### src/rtl/note_entry_if.sv
// Board-side signal bundle for note_entry_conditioner: raw switch/button inputs,
// the recognizer finish flag, conditioned entry outputs and the debounce FSM state.
interface note_entry_if;
  logic        ok_raw;
  logic        tone_raw;
  logic [2:0]  note_raw;
  logic        finish_n;
  logic        ok_pulse;
  logic        tone_out;
  logic [2:0]  note_out;
  logic [2:0]  note_count;
  logic        locked;
  logic [14:0] history;
  logic [1:0]  fsm_state;

  // Handshake: ok_pulse is a single-cycle strobe with no ready; tone_out/note_out
  // are valid in the ok_pulse cycle and stay stable until the next ok_pulse.
  modport master (
    output ok_raw, tone_raw, note_raw, finish_n,
    input  ok_pulse, tone_out, note_out, note_count, locked, history, fsm_state
  );

  modport slave (
    input  ok_raw, tone_raw, note_raw, finish_n,
    output ok_pulse, tone_out, note_out, note_count, locked, history, fsm_state
  );
endinterface

### src/rtl/note_entry_conditioner.sv
// Synchronizes and debounces raw note-entry inputs into single-cycle entries for the
// recognizer; optional note history is enabled by defining NOTE_HISTORY_EN.
module note_entry_conditioner #(
  parameter int DEBOUNCE_CYCLES = 50000,
  parameter int CNT_W           = $clog2(DEBOUNCE_CYCLES) + 1
) (
  input logic         clk,
  input logic         reset,
  note_entry_if.slave bus
);
  typedef enum logic [1:0] {
    IDLE         = 2'd0,
    PRESS_WAIT   = 2'd1,
    PRESSED      = 2'd2,
    RELEASE_WAIT = 2'd3
  } state_t;

  localparam logic [CNT_W-1:0] CNT_LAST = CNT_W'(DEBOUNCE_CYCLES - 1);
  localparam logic [CNT_W-1:0] CNT_ONE  = CNT_W'(1);

  state_t           state;
  logic [CNT_W-1:0] cnt;
  logic             ok_m, ok_s;
  logic             tone_m, tone_s;
  logic [2:0]       note_m, note_s;
  logic             ok_pulse_q;
  logic             tone_q;
  logic [2:0]       note_q;
  logic [2:0]       count_q;
  logic             locked_q;
  logic             accept;
  logic             take;

  // A finish flag on the accepting edge wins over the press.
  assign accept = (state == PRESS_WAIT) && ok_s && (cnt == CNT_LAST);
  assign take   = accept && !locked_q && bus.finish_n;

  always_ff @(posedge clk) begin
    if (reset) begin
      ok_m       <= 1'b0;
      ok_s       <= 1'b0;
      tone_m     <= 1'b0;
      tone_s     <= 1'b0;
      note_m     <= 3'd0;
      note_s     <= 3'd0;
      state      <= IDLE;
      cnt        <= '0;
      ok_pulse_q <= 1'b0;
      tone_q     <= 1'b0;
      note_q     <= 3'd0;
      count_q    <= 3'd0;
      locked_q   <= 1'b0;
    end else begin
      ok_m   <= bus.ok_raw;
      ok_s   <= ok_m;
      tone_m <= bus.tone_raw;
      tone_s <= tone_m;
      note_m <= bus.note_raw;
      note_s <= note_m;

      ok_pulse_q <= take;
      if (take) begin
        tone_q  <= tone_s;
        note_q  <= note_s;
        count_q <= (count_q == 3'd7) ? 3'd7 : count_q + 3'd1;
      end
      if (!bus.finish_n) locked_q <= 1'b1;

      case (state)
        IDLE: begin
          if (ok_s) begin
            state <= PRESS_WAIT;
            cnt   <= CNT_ONE;
          end
        end
        PRESS_WAIT: begin
          if (!ok_s) begin
            state <= IDLE;
            cnt   <= '0;
          end else if (cnt == CNT_LAST) begin
            state <= PRESSED;
            cnt   <= '0;
          end else begin
            cnt <= cnt + CNT_ONE;
          end
        end
        PRESSED: begin
          if (!ok_s) begin
            state <= RELEASE_WAIT;
            cnt   <= CNT_ONE;
          end
        end
        RELEASE_WAIT: begin
          if (ok_s) begin
            state <= PRESSED;
            cnt   <= '0;
          end else if (cnt == CNT_LAST) begin
            state <= IDLE;
            cnt   <= '0;
          end else begin
            cnt <= cnt + CNT_ONE;
          end
        end
        default: begin
          state <= IDLE;
          cnt   <= '0;
        end
      endcase
    end
  end

`ifdef NOTE_HISTORY_EN
  logic [14:0] history_q;

  // Newest note enters at [2:0]; suppressed presses leave the history untouched.
  always_ff @(posedge clk) begin
    if (reset) begin
      history_q <= 15'd0;
    end else if (take) begin
      history_q <= {history_q[11:0], note_s};
    end
  end

  assign bus.history = history_q;
`else
  assign bus.history = 15'd0;
`endif

  assign bus.ok_pulse   = ok_pulse_q;
  assign bus.tone_out   = tone_q;
  assign bus.note_out   = note_q;
  assign bus.note_count = count_q;
  assign bus.locked     = locked_q;
  assign bus.fsm_state  = state;
endmodule

### src/flat_wrapper.sv
// flat-port wrapper written by rule: the top's interface ports become plain ports
module note_entry_conditioner_flat 
#(
  parameter int DEBOUNCE_CYCLES = 50000,
  parameter int CNT_W           = $clog2(DEBOUNCE_CYCLES) + 1
)
  (clk, reset, bus_ok_raw, bus_tone_raw, bus_note_raw, bus_finish_n, bus_ok_pulse, bus_tone_out, bus_note_out, bus_note_count, bus_locked, bus_history, bus_fsm_state);
  note_entry_if bus_i ();
  input logic clk;
  input logic reset;
  input wire logic [$bits(bus_i.ok_raw)-1:0] bus_ok_raw;
  input wire logic [$bits(bus_i.tone_raw)-1:0] bus_tone_raw;
  input wire logic [$bits(bus_i.note_raw)-1:0] bus_note_raw;
  input wire logic [$bits(bus_i.finish_n)-1:0] bus_finish_n;
  output wire logic [$bits(bus_i.ok_pulse)-1:0] bus_ok_pulse;
  output wire logic [$bits(bus_i.tone_out)-1:0] bus_tone_out;
  output wire logic [$bits(bus_i.note_out)-1:0] bus_note_out;
  output wire logic [$bits(bus_i.note_count)-1:0] bus_note_count;
  output wire logic [$bits(bus_i.locked)-1:0] bus_locked;
  output wire logic [$bits(bus_i.history)-1:0] bus_history;
  output wire logic [$bits(bus_i.fsm_state)-1:0] bus_fsm_state;
  assign bus_i.ok_raw = bus_ok_raw;
  assign bus_i.tone_raw = bus_tone_raw;
  assign bus_i.note_raw = bus_note_raw;
  assign bus_i.finish_n = bus_finish_n;
  assign bus_ok_pulse = bus_i.ok_pulse;
  assign bus_tone_out = bus_i.tone_out;
  assign bus_note_out = bus_i.note_out;
  assign bus_note_count = bus_i.note_count;
  assign bus_locked = bus_i.locked;
  assign bus_history = bus_i.history;
  assign bus_fsm_state = bus_i.fsm_state;
  note_entry_conditioner #(.DEBOUNCE_CYCLES(DEBOUNCE_CYCLES), .CNT_W(CNT_W)) u_core (.clk(clk), .reset(reset), .bus(bus_i));
endmodule
### config.mk
export PLATFORM = sky130hd
export DESIGN_NAME = note_entry_conditioner_flat
export DESIGN_NICKNAME = d
export VERILOG_FILES = /design/src/rtl/note_entry_if.sv /design/src/rtl/note_entry_conditioner.sv /design/src/flat_wrapper.sv
export SDC_FILE = /design/constraint.sdc
export NUM_CORES = 1
export LEC_CHECK = 0
export ABC_AREA = 1
export BUFFER_PORTS_ARGS = -buffer_cell sky130_fd_sc_hd__buf_2
export CAP_MARGIN = 10
export CORE_ASPECT_RATIO = 1.75
export CORE_MARGIN = 1
export CORE_UTILIZATION = 55
export CTS_CLUSTER_DIAMETER = 60
export CTS_CLUSTER_SIZE = 30
export DETAILED_ROUTE_END_ITERATION = 12
export PLACE_DENSITY_LB_ADDON = 0.1
export SLEW_MARGIN = 25
export SYNTH_ARGS = -nofsm -noshare
export SYNTH_HDL_FRONTEND = slang
export SYNTH_SLANG_ARGS = --single-unit
### constraint.sdc
create_clock -name clk -period 1.8 [get_ports clk]
set_clock_uncertainty 0.15 [all_clocks]
set_input_delay 0.27 -clock clk [delete_from_list [all_inputs] [get_ports clk]]
set_output_delay 0.27 -clock clk [all_outputs]
set_load 0.01 [all_outputs]
==> impl_metrics.toml <==
[die]
start_util_pct = 58.3
dieArea_mm2 = 0.00389
core_mm2 = 0.00343
fp.dieH_um = 81.8
io-pin-count = 34
die_w_um = 47.6
rows = 28

[setup_path]
worst_path_max_delay_cell = "dfxtp_1"
cp_data_required_time_ns = 1.83
crit_start = "u_core.cnt[0]"
cp.arrival_ns = 1.68
r2r-start = "u_core.cnt[0]"
critPathKind = "register to register"
cp_max_fo = 4
worstSetupStartpointType = "register"
endpoint_kind = "register"
crit_chain = "ha_2 > nand2_1 > nor2_2 > nand2_1 > nor2_1 > nand2_1 > nand2_1 > nor2_1 > nor2_1 > nor2_1"
slowest_delay_ns = 0.37

[sta]
whs_ns = 0.0304
drv_slew = 0
rsz0062_at_grt = "no"
finalSetupTns_ns = 0
hold_viol_final = 0
setup_viol = 0
worst_pin_slew_ns = 0.562
min_period_ns = 1.65
fin_crit_sh_pct = 91.6
max_freq_mhz = 607
slew_headroom_pct = 62.3

[pwr]
comb_power_share_pct = 5.6
clockPowerShare_pct = 42.6
pwr-share-seq_pct = 51.8
ir_worst_vdd_uv = 594
p_leak_nw = 1.00
switchingPower_uw = 374
p_int_mw = 1.29
sw_frac_of_total_pct = 22.4
total_power_mw = 1.67
p_per_area_mw_per_mm2 = 753

[cts]
clkLatencyLatePin_ns = 0.29
h-tree-depth = 2
cts_buffers = 5
post_cts_buffers = 0
root_buffer = "clkbuf_8"
cts_tree = "done"
cts_buffer_depth = 2
clk_pin_slew_ns = 0.08
cts_num_sinks = 38

[grt]
overflow = 0
grt_pass1_wl_um = 6440
track_usage_pct = 23.8
grt_antenna_before_repair = 0
grt_start_max_net_pins = 21
grt_pass1_vias = 1592

[synthesis]
ys_types = 32
avgSynthCellArea_um2 = 6.80
postSynthCellCount = 294
synth_seq_cells = 38
ys.flop_type = "dfxtp_1"
yosysTopAreaCell = "dfxtp_1"
netlist_area_mm2 = 0.00200
ys_warn_count = 0
yosysTopAreaCellShare_pct = 38.0
ys_seq_area_share_pct = 38.0
synth_edf_count = 0
synth-async-reset-ratio_pct = 0
ys_top_cells_by_area = "dfxtp_1 38%, nand2_1 14%, nor2_1 9.6%"

[drt]
drc_errors = 0
drtAntennaViolNets = 0
avgRoutedWirePerCell_um = 11.4
drtIter0Drc = 31
vias_per_cell = 4.88
first_pass_iters = 4
totalWireLength_um = 4140
routed-via-count = 1776

[worst_hold_path]
hp-class = "input pin to register"
hp-start = "bus_note_raw[1]"

[finish]
fill_cells = 335
synthToLayoutAreaGrowth_pct = 10.7
antenna_cells = 0
regArea_um2 = 761
drive_gt1_share_pct = 17.6
final_area_mm2 = 0.00221
multi_input_area_um2 = 992
nNetsFinal = 328

[placement]
place_area_mm2 = 0.00209
dp_hpwl_um = 3130
io_buffers = 18
place.gp.congestion = 0.902

[job]
drv_cap = 0

[outcome]
status = "complete, no violations"
==> power by group through the flow <==
stage	sequential (mW)	clock (mW)	combinational (mW)
2_1_floorplan	0.883	0	0.0858
3_3_place_gp	0.883	0	0.0934
3_5_place_dp	0.883	0	0.0936
4_1_cts	0.863	0.720	0.0941
5_1_grt	0.865	0.754	0.105
6_report	0.863	0.710	0.0941
==> metrics by stage <==
step / utilization (%) / setup slack (ns) / instances
2_1_floorplan: - / 0.311 / 308
3_3_place_gp: 60.8 / 0.133 / 356
3_5_place_dp: 60.8 / 0.0947 / 356
4_1_cts: 64.0 / 0.0567 / 364
5_1_grt: 64.5 / 0.00787 / 364
6_report: 64.5 / 0.151 / 364
==> layer usage <==
| layer | routed length (um) | GRT usage [%] | vias up |
|---|---|---|---|
| li1 | - | - | 909 |
| met1 | 1590 | 21.8 | 803 |
| met2 | 2260 | 44.1 | 52 |
| met3 | 130 | 4.62 | 12 |
| met4 | 154 | 14.7 | 0 |
| met5 | 0 | 0 | - |
==> sequential cells by signal (all words and copies together), names as in the netlist, named ones only <==
signal and cells:
u_core.bus.note_out 3, u_core.tone_m 1, u_core.bus.note_count 3, u_core.cnt 17, u_core.bus.ok_pulse 1, u_core.bus.fsm_state 1
u_core.note_s 3, u_core.bus.tone_out 1, u_core.bus.locked 1, u_core.note_m 3, u_core.tone_s 1, u_core.ok_m 1
u_core.ok_s 1
==> critical path: cells and delay by family, from the launching register on <==
family | cells | cell delay (ns)
AND/OR/NAND/NOR | 9 | 0.82
flip-flops | 1 | 0.37
adder cells (fa/ha/maj) | 1 | 0.21
==> worst paths after layout <==
path,endpoint,slack (ns),cells past startpoint
worst max-delay path,u_core.cnt[14],0.15,10
worst min-delay path,u_core.note_m[1],0.03,3
worst max register to register,u_core.cnt[14],0.15,10
worst min register to register,u_core.note_s[0],0.25,2
==> cells in the final DEF (no fill, tap or decap) <==
| cell | synthesis | routed |
|---|---|---|
| nor2_2 | 3 | 4 |
| xnor2_1 | 1 | 1 |
| buf_2 | 0 | 18 |
| nand2_4 | 1 | 1 |
| o21ai_1 | 1 | 1 |
| nand4_4 | 0 | 1 |
| o21ai_0 | 6 | 6 |
| dfxtp_1 | 38 | 38 |
| buf_4 | 17 | 7 |
| nand3_1 | 12 | 12 |
| nand2_2 | 2 | 2 |
| xor2_1 | 3 | 3 |
| inv_1 | 38 | 37 |
| and3_1 | 1 | 1 |
| a21oi_1 | 12 | 12 |
| nand2_1 | 77 | 77 |
| inv_2 | 2 | 3 |
| nand4_1 | 4 | 4 |
| a21oi_2 | 1 | 1 |
| nand3_2 | 4 | 4 |
| nor2_1 | 51 | 50 |
| ha_1 | 2 | 1 |
| nor3_2 | 0 | 1 |
| clkbuf_8 | 1 | 5 |
| clkinv_2 | 0 | 2 |
| ha_2 | 0 | 1 |
| conb_1 | 1 | 15 |
| clkinv_1 | 1 | 1 |
| o21a_1 | 1 | 1 |
| nor2_4 | 3 | 3 |
| or2_4 | 1 | 1 |
| nor3_1 | 4 | 3 |
| a21oi_4 | 1 | 1 |
| bufinv_16 | 0 | 1 |
==> area by class of cell <==
type,instances,share of cell area (%)
Tap cell,45,2.54
Clock inverter,3,1.81
Sequential cell,38,34.4
Multi-Input combinational cell,207,44.8
Clock buffer,5,3.11
Inverter,41,6.95
Timing Repair Buffer,25,6.44
==> cell families (layout without fill, tap and decap cells) <==
logic type / after synthesis / after routing / share of synthesized area (%)
adders and majority gates: 2 / 2 / 1.25
and+or+nand+nor: 164 / 164 / 36.5
buffers and inverters: 63 / 74 / 15.9
xor gates and xnor gates: 4 / 4 / 1.75
other: 1 / 15 / 0.187
AOI/OAI and AO/OA: 22 / 22 / 6.38
DFF: 38 / 38 / 38.0
==> synth_stat cells (all sizes together) (2+ instances only) <==
cell	instances
clkbuf	4
buf	18
xor2	3
dfxtp	38
nand2	80
o21ai	7
inv	40
nand4	5
nor2	57
ha	2
a21oi	14
nor3	4
nand3	16
==> timing repair <==
action / 4_1_cts / 5_1_grt
gates resized for setup: 0 / 5
endpoints found under the setup margin: 0 / 9
hold buffers: 0 / 0
(Power assumes the default switching activity.)
